`config.mk`:
```
export PLATFORM = sky130hd
export DESIGN_NAME = muldiv_unit
export DESIGN_NICKNAME = d
export VERILOG_FILES = /design/src/rtl/muldiv_pkg.sv /design/src/rtl/muldiv_step.sv /design/src/rtl/muldiv_unit.sv
export SDC_FILE = /design/constraint.sdc
export NUM_CORES = 1
export LEC_CHECK = 0
export ABC_CLOCK_PERIOD_IN_PS = 4400
export CAP_MARGIN = 10
export CELL_PAD_IN_SITES_DETAIL_PLACEMENT = 0
export CELL_PAD_IN_SITES_GLOBAL_PLACEMENT = 1
export CORE_ASPECT_RATIO = 0.75
export CORE_MARGIN = 2
export CORE_UTILIZATION = 39
export CTS_CLUSTER_SIZE = 30
export DETAILED_ROUTE_END_ITERATION = 10
export GPL_ROUTABILITY_DRIVEN = 0
export PLACE_DENSITY_LB_ADDON = 0.05
export SLEW_MARGIN = 20
export SYNTH_ARGS = -nofsm -noshare
export SYNTH_HDL_FRONTEND = slang
export SYNTH_SLANG_ARGS = --single-unit
```
`constraint.sdc`:
```
create_clock -name i_clk -period 4.4 [get_ports i_clk]
set_input_delay 1.32 -clock i_clk [delete_from_list [all_inputs] [get_ports i_clk]]
set_output_delay 1.32 -clock i_clk [all_outputs]
set_load 0.005 [all_outputs]
```
`src/rtl/muldiv_pkg.sv`:
```
// Shared types and sizing for the iterative multiply/divide unit.
package muldiv_pkg;

  localparam int unsigned XLEN  = 32;
  localparam int unsigned ITER  = XLEN;
  localparam int unsigned CNT_W = $clog2(ITER);

  typedef enum logic [1:0] {
    OP_MULT  = 2'd0,
    OP_MULTU = 2'd1,
    OP_DIV   = 2'd2,
    OP_DIVU  = 2'd3
  } op_t;

  typedef enum logic [1:0] {
    ST_IDLE = 2'd0,
    ST_CALC = 2'd1,
    ST_FIX  = 2'd2
  } state_t;

  function automatic logic op_is_div(input op_t op);
    return (op == OP_DIV) || (op == OP_DIVU);
  endfunction

  function automatic logic op_is_signed(input op_t op);
    return (op == OP_MULT) || (op == OP_DIV);
  endfunction

endpackage

```
`src/rtl/muldiv_step.sv`:
```
// One radix-2 iteration: shift-add multiply or restoring shift-subtract divide.
module muldiv_step
  import muldiv_pkg::*;
(
  input  logic                div_mode,
  input  logic [2*XLEN-1:0]   acc,
  input  logic [XLEN-1:0]     operand,
  output logic [2*XLEN-1:0]   acc_next
);

  logic [XLEN:0]   sum;
  logic [XLEN:0]   rem_sh;
  logic [XLEN-1:0] diff;
  logic            fits;

  always_comb begin
    sum    = {1'b0, acc[2*XLEN-1:XLEN]} + (acc[0] ? {1'b0, operand} : '0);
    // Shifted partial remainder can reach 33 bits before the trial subtract.
    rem_sh = acc[2*XLEN-1:XLEN-1];
    fits   = rem_sh >= {1'b0, operand};
    diff   = rem_sh[XLEN-1:0] - operand;
    if (div_mode) begin
      if (fits) acc_next = {diff, acc[XLEN-2:0], 1'b1};
      else      acc_next = {rem_sh[XLEN-1:0], acc[XLEN-2:0], 1'b0};
    end else begin
      acc_next = {sum, acc[XLEN-1:1]};
    end
  end

endmodule

```
`src/rtl/muldiv_unit.sv`:
```
// Iterative MULT/MULTU/DIV/DIVU unit with architectural HI/LO registers.
module muldiv_unit
  import muldiv_pkg::*;
(
  input  logic            i_clk,
  input  logic            i_rst,
  input  logic            i_con_Start,
  input  logic [1:0]      i_con_Op,
  input  logic [XLEN-1:0] i_data_A,
  input  logic [XLEN-1:0] i_data_B,
  input  logic            i_con_Flush,
  input  logic            i_con_WrHi,
  input  logic            i_con_WrLo,
  input  logic [XLEN-1:0] i_data_Wr,
  output logic            o_con_Busy,
  output logic            o_con_Done,
  output logic [XLEN-1:0] o_data_Hi,
  output logic [XLEN-1:0] o_data_Lo
);

  state_t             state_q, state_nxt;
  logic [CNT_W-1:0]   cnt_q;
  op_t                op_q;
  logic [2*XLEN-1:0]  acc_q, acc_step;
  logic [XLEN-1:0]    operand_q, orig_a_q;
  logic               neg_q, neg_rem_q, div_zero_q;
  logic [XLEN-1:0]    hi_q, lo_q;
  logic               busy_q, done_q;

  logic               load, step_en, commit, mt_en, busy_nxt, done_nxt;

  op_t                op_in;
  logic               sgn, a_neg, b_neg;
  logic [XLEN-1:0]    mag_a, mag_b;
  logic [2*XLEN-1:0]  prod;
  logic [XLEN-1:0]    fix_hi, fix_lo;

  // State register
  always_ff @(posedge i_clk) begin
    if (i_rst) state_q <= ST_IDLE;
    else       state_q <= state_nxt;
  end

  // Next-state logic
  always_comb begin
    state_nxt = state_q;
    case (state_q)
      ST_IDLE: if (i_con_Start && !i_con_Flush) state_nxt = ST_CALC;
      ST_CALC: begin
        if (i_con_Flush)                        state_nxt = ST_IDLE;
        else if (cnt_q == CNT_W'(ITER - 1))     state_nxt = ST_FIX;
      end
      ST_FIX:  state_nxt = ST_IDLE;
      default: state_nxt = ST_IDLE;
    endcase
  end

  // Control decode
  always_comb begin
    load     = 1'b0;
    step_en  = 1'b0;
    commit   = 1'b0;
    mt_en    = 1'b0;
    case (state_q)
      ST_IDLE: begin
        mt_en = 1'b1;
        load  = i_con_Start && !i_con_Flush;
      end
      ST_CALC: step_en = !i_con_Flush;
      ST_FIX:  commit  = !i_con_Flush;
      default: ;
    endcase
    busy_nxt = (state_nxt != ST_IDLE);
    done_nxt = commit;
  end

  // Operand magnitudes and result signs captured at launch
  always_comb begin
    op_in = op_t'(i_con_Op);
    sgn   = op_is_signed(op_in);
    a_neg = sgn && i_data_A[XLEN-1];
    b_neg = sgn && i_data_B[XLEN-1];
    mag_a = a_neg ? XLEN'(-i_data_A) : i_data_A;
    mag_b = b_neg ? XLEN'(-i_data_B) : i_data_B;
  end

  muldiv_step u_step (
    .div_mode (op_is_div(op_q)),
    .acc      (acc_q),
    .operand  (operand_q),
    .acc_next (acc_step)
  );

  // Sign correction and divide-by-zero override applied at FIX
  always_comb begin
    prod = neg_q ? (2*XLEN)'(-acc_q) : acc_q;
    if (!op_is_div(op_q)) begin
      fix_hi = prod[2*XLEN-1:XLEN];
      fix_lo = prod[XLEN-1:0];
    end else if (div_zero_q) begin
      fix_hi = orig_a_q;
      fix_lo = '1;
    end else begin
      fix_hi = neg_rem_q ? XLEN'(-acc_q[2*XLEN-1:XLEN]) : acc_q[2*XLEN-1:XLEN];
      fix_lo = neg_q     ? XLEN'(-acc_q[XLEN-1:0])      : acc_q[XLEN-1:0];
    end
  end

  // Datapath and HI/LO registers
  always_ff @(posedge i_clk) begin
    if (i_rst) begin
      cnt_q      <= '0;
      op_q       <= OP_MULT;
      acc_q      <= '0;
      operand_q  <= '0;
      orig_a_q   <= '0;
      neg_q      <= 1'b0;
      neg_rem_q  <= 1'b0;
      div_zero_q <= 1'b0;
      hi_q       <= '0;
      lo_q       <= '0;
      busy_q     <= 1'b0;
      done_q     <= 1'b0;
    end else begin
      busy_q <= busy_nxt;
      done_q <= done_nxt;
      if (load) begin
        op_q       <= op_in;
        cnt_q      <= '0;
        orig_a_q   <= i_data_A;
        neg_q      <= a_neg ^ b_neg;
        neg_rem_q  <= a_neg;
        div_zero_q <= (i_data_B == '0);
        if (op_is_div(op_in)) begin
          acc_q     <= {{XLEN{1'b0}}, mag_a};
          operand_q <= mag_b;
        end else begin
          acc_q     <= {{XLEN{1'b0}}, mag_b};
          operand_q <= mag_a;
        end
      end else if (step_en) begin
        acc_q <= acc_step;
        cnt_q <= cnt_q + CNT_W'(1);
      end
      if (mt_en && i_con_WrHi) hi_q <= i_data_Wr;
      if (mt_en && i_con_WrLo) lo_q <= i_data_Wr;
      if (commit) begin
        hi_q <= fix_hi;
        lo_q <= fix_lo;
      end
    end
  end

  assign o_con_Busy = busy_q;
  assign o_con_Done = done_q;
  assign o_data_Hi  = hi_q;
  assign o_data_Lo  = lo_q;

endmodule

```
Yosys cells after proc, flatten, opt, wreduce, memory -nomap -nowiden
Cells that the tools add are included.

Register bits after elaboration: 206. Input port bits: 104. Output and inout port bits: 66. Word-level logic and storage cells: 75.

Add/subtract/negate cells: 8. Magnitude comparators: 1. Equality and inequality tests: 7. Mux-type cells: 28. Bitwise operators: 1. Reduce and logical (&&, ||, !) cells: 17.

Operator list (number): two-way mux 32 bit (15); two-way mux 64 bit (5); negator 32 bit (4); negator 64 bit (1); adder 32 x 33 -> 33 bit (1); greater-or-equal comparator 33 x 32 -> 1 bit (1); logical NOT 32 bit (1); subtractor 32 bit (1); equality test 2 bit, second input constant (5); nonzero test 2 bit (4); two-way mux 2 bit (3); adder 5 x 1 -> 5 bit, second input constant (1); equality test 5 bit, second input constant (1); logical AND 1 bit (5); logical NOT 2 bit (2); two-way mux 1 bit (4); case mux 2 bit (2 select lines) (1); logical OR 1 bit (3); equality test 2 x 1 -> 1 bit, second input constant (1); OR reduction 2 bit (1); logical NOT 1 bit (1); XOR 1 bit (1).

Logic depth before layout (Yosys ltp)
Depth after elaboration: 6. Depth in mapped cells: 14. Mapped depth without buffers: 13.

Modules after synthesis
Synthesis repeated with hierarchy kept, for this count alone.

Cell total of the unflattened synthesis: 2366. Area, all modules: 17584.4 um2.

Modules (own cells, without submodules): muldiv_unit (instances 1, cells each 1720, area an instance 13001.2 um2, sequential area each 4103.9 um2); muldiv_step (instances 1, cells each 646, area an instance 4583.1 um2, sequential area each 0.0 um2).

Worst setup path before layout
Ideal clock, no wire load.

Kind: input -> register. Start point: input i_data_A[2]. End point: register acc_q[29]. Library setup time: 0.131 ns. Data arrival time: 4.052 ns. Required time: 4.269 ns. Slack: 0.217 ns. Stages: 9. Buffers on the path: 0. Path through: or4_1 -> or4_1 -> or4_1 -> or4_1 -> o31ai_1 -> xor2_1 -> nand2_1 -> o211ai_1 -> o21ai_0.

Longest elaborated chain between the ends: 4.

RTL lines: start, declared (RTL line muldiv_unit.sv:9) `input logic [XLEN-1:0] i_data_A,`; negator 32 bit (RTL line muldiv_unit.sv:83) `mag_a = a_neg ? XLEN'(-i_data_A) : i_data_A;`; two-way mux 32 bit (RTL line muldiv_unit.sv:83); two-way mux 32 bit (RTL line muldiv_unit.sv:134) `if (op_is_div(op_in)) begin`; two-way mux 64 bit (RTL line muldiv_unit.sv:127) `if (load) begin`; end signal, assigned (RTL line muldiv_unit.sv:135) `acc_q <= {{XLEN{1'b0}}, mag_a};`; end signal, assigned (RTL line muldiv_unit.sv:138) `acc_q <= {{XLEN{1'b0}}, mag_b};`; end signal, assigned (RTL line muldiv_unit.sv:142) `acc_q <= acc_step;`; end, declared (RTL line muldiv_unit.sv:24) `logic [2*XLEN-1:0] acc_q, acc_step;`.

Every way passes these cells. A chain may end at the register's enable or synchronous reset.

Worst setup path after layout
Start point: input i_data_A[8]. End point: register acc_q[29].

The elaborated chain is that of the path after synthesis.

==> metrics.txt <==
run status=completed; Setup CP Type=in2reg; Pwr Density=279 nW/um^2; fmax=0.237 GHz; yosys warns=0; critical path startpoint category=input pin; R2R depth=12; VDD IR-drop max=0.000202 V; Mapped Cells=2309; clk sinks=205; CTS Hold Bufs=0; core box area=42300 um^2; clock buffer depth=3; Max Cap Viol=0; wire length per cell=24.5 um; first-pass GRT wire length=110 mm; I/O Buffers=169; worst slew pin tran=835 ps; CTS Buf Count=25; Worst-path clk slew=60 ps; Vias/cell=6.13; count leader, synth=nand2_1; layout cells sized above 1=0.0839; 1st-pass router iterations=5; vias in the first global route=16800; Worst Setup End Kind=flop; initial DRC count=2122; post-synthesis sequential area ratio=0.244; Die X=244 um; RSZ-0062 raised after global routing=false; crit path cell chain=clkdlybuf4s50_1, or4_1, or4_1, or4_4, or4_4, o31ai_2, xor2_1, nand2_1, o211ai_1, o21ai_0; area added between synthesis and finish=21.0%; Tightest Hold Check Type=reg2reg; syn avg cell area=7.28 um^2; pre-CTS setup slack=-492 ps; Final nets=2626; post-synth top area cell=dfxtp_1; Worst-Skew Late Latency=560 ps; WP data required=4800 ps; I/O Pins=170; Final HPWL DP=58.7 mm; Residual DRC=0; Fillers=4233; Overflow after GRT=0; clk root buf=clkbuf_16; Antenna Violating Nets Remaining=0; CTS tree=yes; top_reg_cell synth=dfxtp_1; Leak Pwr=7.88 nW; crit-path max cell delay=620 ps; critical path arrival=4610 ps; htree depth=1; post-route insts no fill=3038; Yosys top cell area share=0.244; EDFF count, synth=0; Tmin final=4210 ps; Synth async-reset ratio=0; setup bufs post-CTS=0; Final period util=0.957; Net Count, Synth=2485; WHS Path Cells=2; top cells by count, synth=nand2_1, a21oi_1, nor2_1; Routed WL=74.5 mm; headroom to the max-slew limit=0.443; gr usage total=0.322; routed vias=18600; Tot Pwr=5.67 mW; initial antenna violation count=2; dominant cells by area after synthesis=dfxtp_1, a21oi_1, nand2_1, xnor2_1, ha_1; post_cts resized=0; Slew Viols, Final=0; largest net degree at the start of global routing=81; FP Rows=65; Initial Util=0.398; final clock skew=23.2 ps; register bit total from synthesis=205; Die ar.=44800 um^2; placed cells=2992; Final Hold Fails=0; final setup margin=188 ps; Critical-path top delay cell=or4_1; worst-path maximum fanout=4; number of distinct library cells after synthesis=78; Mapped Area=16800 um^2; Setup violations, final=0; Die Ht=184 um
-- cells by family (layout without fill, tap and decap cells) --
group           after synthesis  after routing  synth area share
simple gates                765            765             0.210
compound gates              751            751             0.292
buf+inv                     255            414            0.0585
flops                       205            205             0.244
xor+xnor                    187            187            0.0974
mux                          74             74            0.0442
fa+ha+maj                    72             72            0.0545
other cells                   0              1                 0
-- path summary, 6_finish.rpt --
path                         startpoint                         end  slack (ps)
min reg2reg  o_data_Lo[16]$_SDFFE_PP0P_  o_data_Lo[16]$_SDFFE_PP0P_         450
max                         i_data_A[8]      acc_q[29]$_SDFFE_PP0P_         190
max reg2reg  operand_q[13]$_SDFFE_PP0P_      acc_q[59]$_SDFFE_PP0P_         270
min          o_data_Lo[16]$_SDFFE_PP0P_  o_data_Lo[16]$_SDFFE_PP0P_         450
-- cell usage in the layout, fill, tap and decap left out, types with 70 or more instances in the layout --
cell and instances:
mux2i_1 72, ha_1 70, o21ai_0 121, nand2_1 296, clkdlybuf4s50_1 167, a21oi_1 227, nor2_1 215, o211ai_1 70
xnor2_1 118, buf_4 134, dfxtp_1 202
-- stage by stage --
step	utilization	setup TNS, ps	hold WS [ps]	area, um^2
6_report	0.481	0	448	20300
4_1_cts	0.481	0	452	20300
5_1_grt	0.481	0	471	20300
2_1_floorplan	-	0	432	16800
3_3_place_gp	0.462	-4140	443	19500
3_5_place_dp	0.462	-5200	446	19500
-- flip-flops by register name, indices dropped and copies added, names as in the netlist --
| name | cells |
|---|---|
| acc_q | 64 |
| o_data_Hi | 32 |
| o_data_Lo | 32 |
| operand_q | 32 |
| orig_a_q | 32 |
| cnt_q | 5 |
| state_q | 2 |
| div_zero_q | 1 |
| neg_q | 1 |
| neg_rem_q | 1 |
| o_con_Busy | 1 |
| o_con_Done | 1 |
| op_q | 1 |
-- critical path, delay by kind of cell --
| kind | cells | cell delay, ps |
|---|---|---|
| AOI/OAI and AO/OA | 3 | 460 |
| xor gates and xnor gates | 1 | 210 |
| and+or+nand+nor | 5 | 2210 |
| buffers and inverters | 1 | 410 |
-- layer usage --
metal | wire length [um] | track usage | up-vias
li1 | - | - | 8686
met1 | 35800 | 0.500 | 8944
met2 | 28600 | 0.434 | 918
met3 | 8450 | 0.0844 | 88
met4 | 1650 | 0.0690 | 0
met5 | 0 | 0 | -
-- where the power goes --
part / total (mW) / internal [mW] / switching, mW
clock: 2.10 / 1.20 / 0.904
sequential: 2.04 / 1.95 / 0.0896
combinational: 1.53 / 0.613 / 0.916
total: 5.67 / 3.76 / 1.91
-- layout make-up --
class / instances / area (um^2) / share of cell area
Clock buffer: 35 / 683 / 0.0336
Tap cell: 569 / 712 / 0.0350
Multi-Input combinational cell: 1849 / 11800 / 0.578
Antenna cell: 1 / 2.50 / 0.000123
Clock inverter: 10 / 106 / 0.00523
Inverter: 65 / 244 / 0.0120
Sequential cell: 205 / 4110 / 0.202
Timing Repair Buffer: 304 / 2720 / 0.134
Power figures use the tool's default switching activity.
